`src/rtl/fetch_unit.sv`:
```
// Instruction fetch stage: owns the PC, issues cache reads, and queues hit
// instructions with their PCs into a small FIFO toward decode.
module fetch_unit #(
    parameter logic [31:0] RESET_PC   = 32'h0000_0000,
    parameter int unsigned FIFO_DEPTH = 2
) (
    input  logic        i_clock,
    input  logic        i_reset,
    output logic [31:0] o_cache_addr,
    output logic        o_cache_rd,
    input  logic [31:0] i_cache_inst,
    input  logic        i_cache_hit,
    input  logic        i_cache_busy,
    input  logic        i_redirect,
    input  logic [31:0] i_redirect_pc,
    output logic        o_valid,
    input  logic        i_ready,
    output logic [31:0] o_inst,
    output logic [31:0] o_pc
);
    localparam int unsigned PTR_W = $clog2(FIFO_DEPTH);
    localparam int unsigned CNT_W = $clog2(FIFO_DEPTH + 1);

    typedef enum logic [1:0] {RUN, MISS, REDIR} state_t;

    state_t             state, state_nxt;
    logic [31:0]        pc, pc_nxt;
    logic [31:0]        pend, pend_nxt;
    logic [31:0]        target;
    logic [31:0]        mem_inst [FIFO_DEPTH];
    logic [31:0]        mem_pc   [FIFO_DEPTH];
    logic [PTR_W-1:0]   wr_ptr, rd_ptr;
    logic [CNT_W-1:0]   count;
    logic               fifo_full, push, pop;

    assign target       = {i_redirect_pc[31:2], 2'b00};
    assign fifo_full    = (count == CNT_W'(FIFO_DEPTH));
    assign o_cache_addr = pc;
    assign o_cache_rd   = !i_reset && !fifo_full && (state != REDIR || i_cache_busy);
    assign push         = i_cache_hit && o_cache_rd && (state == RUN) && !i_redirect;
    assign o_valid      = !i_reset && (count != '0);
    assign pop          = o_valid && i_ready;
    assign o_inst       = mem_inst[rd_ptr];
    assign o_pc         = mem_pc[rd_ptr];

    always_comb begin
        state_nxt = state;
        pc_nxt    = pc;
        pend_nxt  = pend;
        if (push) pc_nxt = pc + 32'd4;
        case (state)
            RUN: begin
                if (i_redirect) begin
                    if (i_cache_busy) begin
                        pend_nxt  = target;
                        state_nxt = REDIR;
                    end else begin
                        pc_nxt = target;
                    end
                end else if (i_cache_busy) begin
                    state_nxt = MISS;
                end
            end
            MISS: begin
                if (i_redirect) begin
                    pend_nxt  = target;
                    state_nxt = REDIR;
                end else if (!i_cache_busy) begin
                    state_nxt = RUN;
                end
            end
            REDIR: begin
                // A redirect landing on the refill-end cycle is the newest target.
                if (!i_cache_busy) begin
                    pc_nxt    = i_redirect ? target : pend;
                    state_nxt = RUN;
                end else if (i_redirect) begin
                    pend_nxt = target;
                end
            end
            default: state_nxt = RUN;
        endcase
    end

    always_ff @(posedge i_clock) begin
        if (i_reset) begin
            state  <= RUN;
            pc     <= RESET_PC;
            pend   <= '0;
            wr_ptr <= '0;
            rd_ptr <= '0;
            count  <= '0;
        end else begin
            state <= state_nxt;
            pc    <= pc_nxt;
            pend  <= pend_nxt;
            if (i_redirect) begin
                wr_ptr <= '0;
                rd_ptr <= '0;
                count  <= '0;
            end else begin
                if (push) wr_ptr <= wr_ptr + PTR_W'(1);
                if (pop)  rd_ptr <= rd_ptr + PTR_W'(1);
                case ({push, pop})
                    2'b10:   count <= count + CNT_W'(1);
                    2'b01:   count <= count - CNT_W'(1);
                    default: count <= count;
                endcase
            end
        end
    end

    always_ff @(posedge i_clock) begin
        if (push) begin
            mem_inst[wr_ptr] <= i_cache_inst;
            mem_pc[wr_ptr]   <= pc;
        end
    end
endmodule

```
`config.mk`:
```
export PLATFORM = sky130hd
export DESIGN_NAME = fetch_unit
export DESIGN_NICKNAME = d
export VERILOG_FILES = /design/src/rtl/fetch_unit.sv
export SDC_FILE = /design/constraint.sdc
export NUM_CORES = 1
export LEC_CHECK = 0
export CELL_PAD_IN_SITES_DETAIL_PLACEMENT = 1
export CELL_PAD_IN_SITES_GLOBAL_PLACEMENT = 1
export CORE_ASPECT_RATIO = 0.75
export CORE_UTILIZATION = 45
export DETAILED_ROUTE_END_ITERATION = 8
export DONT_BUFFER_PORTS = 1
export PLACE_DENSITY = 0.77
export SETUP_SLACK_MARGIN = 0.02
export SYNTH_ARGS = -nofsm -noshare
export SYNTH_HDL_FRONTEND = slang
export SYNTH_SLANG_ARGS = --single-unit
```
`constraint.sdc`:
```
create_clock -name i_clock -period 6.3 [get_ports i_clock]
set_clock_uncertainty 0.1 [all_clocks]
set_input_delay 1.89 -clock i_clock [delete_from_list [all_inputs] [get_ports i_clock]]
set_output_delay 1.89 -clock i_clock [all_outputs]
set_load 0.02 [all_outputs]
```
* Yosys cells after proc, flatten, opt, wreduce, memory -nomap -nowiden
Memory sizes are Yosys's and may differ from the RTL's. A register that Yosys moved wholly into a read port is not among the register bits.
Index checks and enable logic that the tools add are counted.
Widths: inputs -> output; s select.
** Operators by class
- Reduce and logical (&&, ||, !) cells :: 17
- Shifts and indexed selects :: 0
- Multiply operators :: 0
- Equality and inequality tests :: 9
- Div/mod/pow operators :: 0
- Magnitude comparators :: 0
- Mux-type cells :: 23
- Bitwise operators :: 0
- Add/subtract/negate cells :: 5
** Operator list (number)
- $mux 32 :: 8
- $pmux 32 s3 :: 1
- $pmux 32 s2 :: 1
- $add 32x3->32 const B :: 1
- $mux 2 :: 5
- $ne 2x2->1 const B :: 4
- $logic_and 1x1->1 :: 7
- $eq 2x2->1 const B :: 3
- $mux 1 :: 6
- $pmux 2 s3 :: 1
- $eq 2x1->1 const B :: 2
- $pmux 2 s2 :: 1
- $reduce_and 4->1 :: 1
- $reduce_bool 2->1 :: 2
- $logic_not 1->1 :: 3
- $reduce_bool 3->1 :: 1
- $add 1x1->1 const B :: 2
- $add 2x1->2 const B :: 1
- $logic_not 2->1 :: 1
- $reduce_or 2->1 :: 1
- $sub 2x1->2 const B :: 1
- $logic_or 1x1->1 :: 1
** Word-level totals
- Logic and storage cells :: 62
- Memories kept :: 2
- Bits in read-only memories :: 0
- RAM bits :: 128
- Output and inout port bits :: 98
- Bits in latches :: 0
- Flip-flop bits (word level) :: 70
- Input port bits :: 70
** Memory list
- mem_inst :: words 2, bits a word 32, rd ports 1, clocked after Yosys merged registers in 1, wr ports 1, line 30 : logic [31:0] mem_inst [FIFO_DEPTH];
- mem_pc :: words 2, bits a word 32, rd ports 1, clocked after Yosys merged registers in 1, wr ports 1, line 31 : logic [31:0] mem_pc [FIFO_DEPTH];

* Logic depth before layout (Yosys ltp)
Gate-level depths: netlist (run 1).
- Depth after elaboration :: 11
- Depth in mapped cells :: 11
- Depth with buffers taken out :: 10

* Least setup slack after synthesis (run 1)
Ideal clock, no wire load.
- Kind :: in2reg
- Start :: in i_cache_busy
- End :: mem mem_inst[0][0] (enable)
- Library setup time :: 0.486 ns
- Slack :: 0.384 ns
- Arrival :: 5.330 ns
- Cell stages on the path :: 4
- Data required time :: 5.714 ns
- Buffers on the path :: 0
- Cells stage by stage :: and2b_4 nor4_4 inv_2 nor2_1
** Between the ends
- Cells in the longest elaborated chain, start to end :: 7
** Ends and longest elaborated chain
- from (decl) :: line 13 : input logic i_cache_busy,
- $logic_or 1x1->1 :: line 39 : assign o_cache_rd = !i_reset && !fifo_full && (state != REDIR || i_cache_busy);
- $logic_and 1x1->1 :: line 39
- $logic_and 1x1->1 (3 in series) :: line 40 : assign push = i_cache_hit && o_cache_rd && (state == RUN) && !i_redirect;
- $mux 1 :: line 114 : if (push) begin
- $mux 1 (not written as such) :: line 115 : mem_inst[wr_ptr] <= i_cache_inst;
- to (decl) :: line 30
No other way between the ends.

* Worst setup path in the final report (run 1)
- Start :: in i_cache_busy
- End :: out o_cache_rd
** Between the ends
- Cells in the longest elaborated chain, start to end :: 2
** Ends and longest elaborated chain
- $logic_or 1x1->1 :: line 39
- $logic_and 1x1->1 :: line 39
- to (decl) :: line 10 : output logic o_cache_rd,
No other way between the ends.

==> flow_summary_export.csv, run 1 <==
group,metric,value,unit
die,die_h,122,µm
cts,cts_tree,"built",
worst_setup_path,path_cells,"and2b_4 > nor3_2",
yosys,ys_ff_latch,199,
die,dieArea,19800,µm²
worst_setup_path,required,4.31,ns
worst_setup_path,worst_path_largest_cell_delay,0.66,ns
final_layout,nNetsFinal,778,
yosys,synth_edf_count,128,
global_routing,antenna_found_initial,0,
worst_setup_path,crit_buf_inv,0,
final_layout,area_growth,9.48,%
die,row_count,43,
timing,post-route-period-util,75.8,%
yosys,syn-cell-area,8670,µm²
final_layout,drive_above_1_share,18.5,%
route,drt_iter0_markers,331,
route,via_count,5685,
die,ios,168,
cts,cts-buffers-inserted,17,
cts,holdBufCountCts,0,
global_routing,grt_pass1_wl,33.9,mm
worst_setup_path,end_kind,"primary output",
timing,worst_slack,1.53,ns
place,dp_slack,1.56,ns
yosys,syn_area_per_cell,12.1,µm²
timing,period_minus_slack,4.77,ns
cts,clk_pin_slew,0.08,ns
global_routing,grt.total_usage,22.8,%
cts,clk_path_buf_depth,2,
route,drt-pass1-iter-count,4,
cts,postCtsSetupBuffers,0,
final_layout,fillers,1897,
yosys,async_flop_share,0,%
run_status,outcome,"finished, final reports clean",
global_routing,use_met1,29.2,%
job,drv_cap,0,
timing,hold_violations,0,
route,drc,0,
worst_setup_path,crit_slowest_cell,"nor3_2",
final_layout,regArea,5270,µm²
cts,clk_latency,0.44,ns
place,gp_congestion,0.800,
timing,grt_setup_unrepaired,"no",
worst_setup_path,timing.setup.critical_path_class,"in2out",
global_routing,use_met2,36.3,%
yosys,netlist.area_leader.share,44.3,%
yosys,synth_nets,794,
worst_setup_path,start_kind,"input pin",
final_layout,multi_input_area,3240,µm²
worst_setup_path,worstPathMaxFanout,40,
global_routing,grt.busiest_layer,"met2",
timing,setup_viol,0,
die,die_w,162,µm
worst_setup_path,worstPathArrival,2.78,ns
yosys,synth_ff_type,"edfxtp_1",
yosys,synth_cell_types,61,
place,dp_hpwl,15.0,mm
power,p_leak,3.08,nW
global_routing,grt_start_max_net_pins,77,
die,core-area,18700,µm²
timing,slew_headroom,11.0,%
global_routing,gr-total-overflow,0,
global_routing,met3_usage,7.94,%
die,start_util,46.5,%
yosys,netlist_instances,717,
global_routing,grt_pass1_vias,5806,
cts,h-tree-depth,4,
final_layout,diodes,0,
route,antenna_left,0,
route,routed_wl,22.4,mm
cts,cts_root_buffer,"clkbuf_16",
yosys,ys_seq_area_share,60.7,%
yosys,synth_area_leader_cell,"edfxtp_1",
hold_path,worstHoldPathType,"reg2reg",
timing,setup_tns,0,ns
cts,cts_resized,0,
cts,clkSinkCount,199,
place,port_buffers,0,
timing,fmax,210,MHz
yosys,synth_area_leaders,"edfxtp_1 (44%), dfxtp_1 (16%), mux2_2 (9.7%)",
timing,worst_pin_slew,1.32,ns
power,pwr_density_cell,301,nW/µm²
worst_setup_path,cp_top_family,"simple AND/OR/NAND/NOR gates",
power,ir_drop,0.188,mV
route,viasPerCell,5.92,
yosys,yosysWarnings,0,
timing,slew_viol_final,0,
route,wl_per_cell,23.3,µm
-- state kept, by name, indices dropped and copies added, names as in the netlist, named ones only --
name          count
count             2
state             2
mem_pc           64
wr_ptr            1
mem_inst         64
o_cache_addr     32
rd_ptr            1
pend             32
-- metal layers --
| metal | wire, µm | part of all wire, % |
|---|---|---|
| met4 | 260 | 1.2 |
| met3 | 1880 | 8.4 |
| met2 | 10600 | 47 |
| met1 | 9640 | 43 |
| met5 | 0 | 0 |
-- layout by cell type (no fill, tap or decap), drive strengths merged, types with 6 or more instances in the layout --
cell type / count
a21oi: 66
a22oi: 10
and2: 6
and3: 8
clkbuf: 17
clkinv: 6
dfxtp: 71
edfxtp: 128
ha: 7
inv: 12
mux2: 75
nand2: 89
nand3: 13
nand4: 13
nor2: 38
nor2b: 10
nor3: 9
o21ai: 26
o22a: 7
o22ai: 9
xnor2: 24
xor2: 9
-- layout make-up --
type | instances | share of cell area (%)
timing repair buffer | 5 | 0.527
tap | 247 | 3.25
clock buffer | 17 | 4.48
sequential | 199 | 55.5
clock inverter | 15 | 1.96
multi-input combinational | 473 | 34.1
inverter | 5 | 0.198
-- final timing paths --
kind | from | to | slack, ns | depth (start not counted)
hold / removal | pend[3]$_SDFFE_PP0P_ | pend[3]$_SDFFE_PP0P_ | 0.36 | 2
setup reg to reg | state[1]$_SDFFE_PP0N_ | mem_pc[0][1]$_DFFE_PP_ | 2.71 | 7
hold reg to reg | pend[3]$_SDFFE_PP0P_ | pend[3]$_SDFFE_PP0P_ | 0.36 | 2
setup / recovery | i_cache_busy | o_cache_rd | 1.53 | 2
-- stage by stage --
stage               instances  hold slack [ns]  cell area, µm²  power (W)  util [%]
CTS                       961            0.353            9500    0.00288      50.9
floorplan                 717            0.332            8670    0.00172         -
global placement          929            0.333            8880    0.00176      47.6
global route              961            0.382            9500    0.00295      50.9
detailed placement        929            0.343            8880    0.00178      47.6
finish                    961            0.356            9500    0.00286      50.9
-- synthesized netlist by cell type, types with 2 or more instances --
| cell | instances |
|---|---|
| xnor2_1 | 24 |
| a211oi_1 | 3 |
| o211ai_1 | 2 |
| ha_1 | 7 |
| clkbuf_1 | 35 |
| nand4_1 | 11 |
| and4_1 | 5 |
| nor3_1 | 8 |
| and3_1 | 8 |
| and2_1 | 6 |
| nand2b_1 | 2 |
| o32ai_1 | 2 |
| o221ai_1 | 5 |
| or3_1 | 2 |
| inv_1 | 3 |
| o22a_1 | 7 |
| nand3_1 | 13 |
| mux2i_1 | 4 |
| nand2_1 | 89 |
| buf_2 | 3 |
| nor2b_1 | 10 |
| nor2_1 | 34 |
| edfxtp_1 | 128 |
| o2bb2ai_1 | 5 |
| nor3b_1 | 2 |
| o21ai_0 | 25 |
| mux2_2 | 75 |
| a21oi_1 | 66 |
| nor4_4 | 2 |
| o22ai_1 | 9 |
| xor2_1 | 9 |
| o21a_1 | 2 |
| or2_2 | 2 |
| dfxtp_1 | 71 |
| a22oi_1 | 10 |
| nor2_2 | 3 |
-- where the power goes --
group | internal (W) | switching [W]
clock | 0.000543 | 0.000564
combinational | 0.0000857 | 0.000149
sequential | 0.00144 | 0.0000734
total | 0.00207 | 0.000787
-- cells by family after synthesis --
family          share of synthesized area [%]
simple gates                             12.3
buf+inv                                  2.12
compound gates                           10.4
mux                                      10.2
fa+ha+maj                                1.01
flops                                    60.7
xor+xnor                                 3.33
Note: power is estimated with default switching activity, not from simulation.
==> run 2: changes to the inputs <==
--- a/config.mk
+++ b/config.mk
@@ -5,13 +5,14 @@
 export SDC_FILE = /design/constraint.sdc
 export NUM_CORES = 1
 export LEC_CHECK = 0
+export ABC_AREA = 1
 export CELL_PAD_IN_SITES_DETAIL_PLACEMENT = 1
 export CELL_PAD_IN_SITES_GLOBAL_PLACEMENT = 1
 export CORE_ASPECT_RATIO = 0.75
 export CORE_UTILIZATION = 45
 export DETAILED_ROUTE_END_ITERATION = 8
 export DONT_BUFFER_PORTS = 1
-export PLACE_DENSITY = 0.77
+export PLACE_DENSITY = 0.79
 export SETUP_SLACK_MARGIN = 0.02
 export SYNTH_ARGS = -nofsm -noshare
 export SYNTH_HDL_FRONTEND = slang
==> constraint.sdc (replaced) <==
create_clock -name i_clock -period 4.5 [get_ports i_clock]
set_clock_uncertainty 0.1 [all_clocks]
set_input_delay 1.35 -clock i_clock [delete_from_list [all_inputs] [get_ports i_clock]]
set_output_delay 1.35 -clock i_clock [all_outputs]
set_load 0.02 [all_outputs]
==> run 2 against run 1 <==
First-iteration DRC count is 21% higher. Critical path depth is 7 higher. Sequential cell count stayed put. Via count is 17% higher. Global-route usage is 0.88 points higher. Power is 46% higher. Sequential power is 42% higher. Critical path type is now reg2reg. Largest power group unchanged. Highest routed layer unchanged.
==> flow_summary_export.csv, run 2 <==
group,metric,value,unit
run_status,outcome,"finished, final reports clean",
route,drt-pass1-iter-count,4,
final_layout,final_area,10100,µm²
worst_setup_path,timing.setup.critical_path_class,"reg2reg",
route,via_count,6673,
power,p_leak,3.55,nW
final_layout,final_cell_mix,"nand2_1 (150), edfxtp_1 (128), nor2_1 (92)",
final_layout,largestRegisters,"mem_inst (64), mem_pc (64)",
die,core-area,20200,µm²
final_layout,final_common_cell,"nand2_1",
final_layout,drive_above_1_share,18.0,%
cts,clkSinkCount,199,
yosys,synth_cell_types,54,
yosys,synth.most_common_cell,"nand2_1",
final_layout,final_util,49.9,%
cts,cts_tree,"built",
timing,worst_pin_slew,0.864,ns
cts,clk_path_buf_depth,2,
worst_setup_path,worstPathMaxFanout,23,
hold_path,worstHoldPathType,"reg2reg",
place,port_buffers,0,
route,antenna_left,0,
timing,hold_violations,0,
cts,clk_pin_slew,0.08,ns
final_layout,diodes,0,
timing,setup_viol,0,
cts,clk_latency,0.45,ns
power,ir_drop,0.266,mV
die,row_count,45,
power,pwr_density_cell,414,nW/µm²
die,die_w,168,µm
global_routing,grt_pass1_wl,38.0,mm
worst_setup_path,end_kind,"flop",
timing,post-route-period-util,75.7,%
global_routing,grt_pass1_vias,6747,
global_routing,antenna_found_initial,0,
cts,h-tree-depth,4,
timing,fmax,294,MHz
route,drc,0,
global_routing,gr-total-overflow,0,
yosys,syn-cell-area,9270,µm²
job,drv_cap,0,
yosys,synth_edf_count,128,
timing,period_minus_slack,3.40,ns
place,dp_hpwl,16.6,mm
timing,slew_headroom,42.4,%
die,dieArea,21200,µm²
cts,postCtsSetupBuffers,0,
die,die_h,126,µm
route,routed_wl,24.6,mm
yosys,synth_area_leader_cell,"edfxtp_1",
cts,holdBufCountCts,0,
global_routing,grt_start_max_net_pins,65,
global_routing,use_met2,39.5,%
die,start_util,45.9,%
final_layout,area_growth,8.90,%
power,total_power,0.00418,W
worst_setup_path,required,4.76,ns
yosys,ys_seq_area_share,56.8,%
yosys,yosysWarnings,0,
timing,setup_tns,0,ns
worst_setup_path,start_kind,"flop",
global_routing,met3_usage,7.11,%
yosys,async_flop_share,0,%
cts,cts_root_buffer,"clkbuf_16",
cts,cts_resized,0,
worst_setup_path,worstPathArrival,3.66,ns
yosys,synth_area_leaders,"edfxtp_1 (41%), dfxtp_1 (15%), mux2_2 (7.8%)",
route,viasPerCell,5.69,
yosys,synthTopCellsByCount,"nand2_1 (150), edfxtp_1 (128), nor2_1 (94)",
place,gp_congestion,0.786,
route,drt_iter0_markers,401,
timing,slew_viol_final,0,
final_layout,nNetsFinal,979,
global_routing,grt.total_usage,23.7,%
yosys,ys_ff_latch,199,
route,wl_per_cell,21.0,µm
die,ios,168,
cts,cts-buffers-inserted,17,
yosys,syn_area_per_cell,10.1,µm²
yosys,netlist.area_leader.share,41.5,%
global_routing,grt.busiest_layer,"met2",
yosys,synth_ff_type,"edfxtp_1",
global_routing,use_met1,29.8,%
place,placed_cell_area,9480,µm²
yosys,netlist_instances,918,
yosys,synth_nets,995,
timing,grt_setup_unrepaired,"no",
run 2: changes by cell type in the layout (fill, tap and decap cells not counted), moves of 23 or more:
cell,previous run,this run
o21ai_0,25,73
nand3_1,13,71
inv_1,3,54
xnor2_1,24,1
nand2_1,89,150
nor2_1,33,92
run 2: layout make-up:
class	count	area (µm²)
Inverter	61	240
Clock inverter	15	193
Sequential cell	199	5270
Timing Repair Buffer	9	92.6
Fill cell	2235	10100
Multi-Input combinational cell	614	3550
Tap cell	258	323
Clock buffer	17	425
run 2: logic make-up after synthesis:
kind of cell	share of synthesized area [%]
simple gates	18.8
flops	56.8
compound gates	9.88
buf+inv	5.02
mux	7.78
fa+ha+maj	0.945
xor+xnor	0.729
run 2: routing by layer:
layer  share of wire [%]  routed length [µm]
met5                   0                   0
met3                 6.4                1580
met2                  48               11800
met4                0.93                 229
met1                  45               11000
run 2: path summary, 6_finish.rpt:
path	startpoint	endpoint	slack, ns	depth (start not counted)
worst max-delay path	state[1]$_SDFFE_PP0N_	o_cache_addr[21]$_SDFF_PP0_	1.10	9
worst min-delay path	pend[1]$_SDFFE_PP0P_	pend[1]$_SDFFE_PP0P_	0.35	2
worst max register to register	state[1]$_SDFFE_PP0N_	o_cache_addr[21]$_SDFF_PP0_	1.10	9
worst min register to register	pend[1]$_SDFFE_PP0P_	pend[1]$_SDFFE_PP0P_	0.35	2
run 2: critical path, stage by stage, from the launching register on:
cell      delay, ns
dfxtp_1        0.36
inv_1          0.13
ha_1           0.73
buf_4          0.39
inv_1          0.07
nor2_1         0.18
inv_1          0.11
o21ai_2        0.65
o221ai_1       0.33
a21oi_1        0.25
run 2: report_power, final:
| part | total (W) | internal (W) | switching [W] | leakage, nW |
|---|---|---|---|---|
| combinational | 0.000414 | 0.000131 | 0.000283 | 1.51 |
| sequential | 0.00216 | 0.00204 | 0.000124 | 1.74 |
| clock | 0.00161 | 0.000889 | 0.000718 | 0.299 |
| total | 0.00418 | 0.00306 | 0.00113 | 3.55 |
run 2: through the flow:
| stage | instances | hold WS, ns | worst slack, ns |
|---|---|---|---|
| after global routing | 1173 | 0.376 | 0.947 |
| after CTS | 1173 | 0.352 | 1.08 |
| after detailed placement | 1141 | 0.340 | 1.16 |
| after floorplan | 918 | 0.325 | 0.311 |
| final | 1173 | 0.353 | 1.10 |
| after global placement | 1141 | 0.335 | 1.17 |
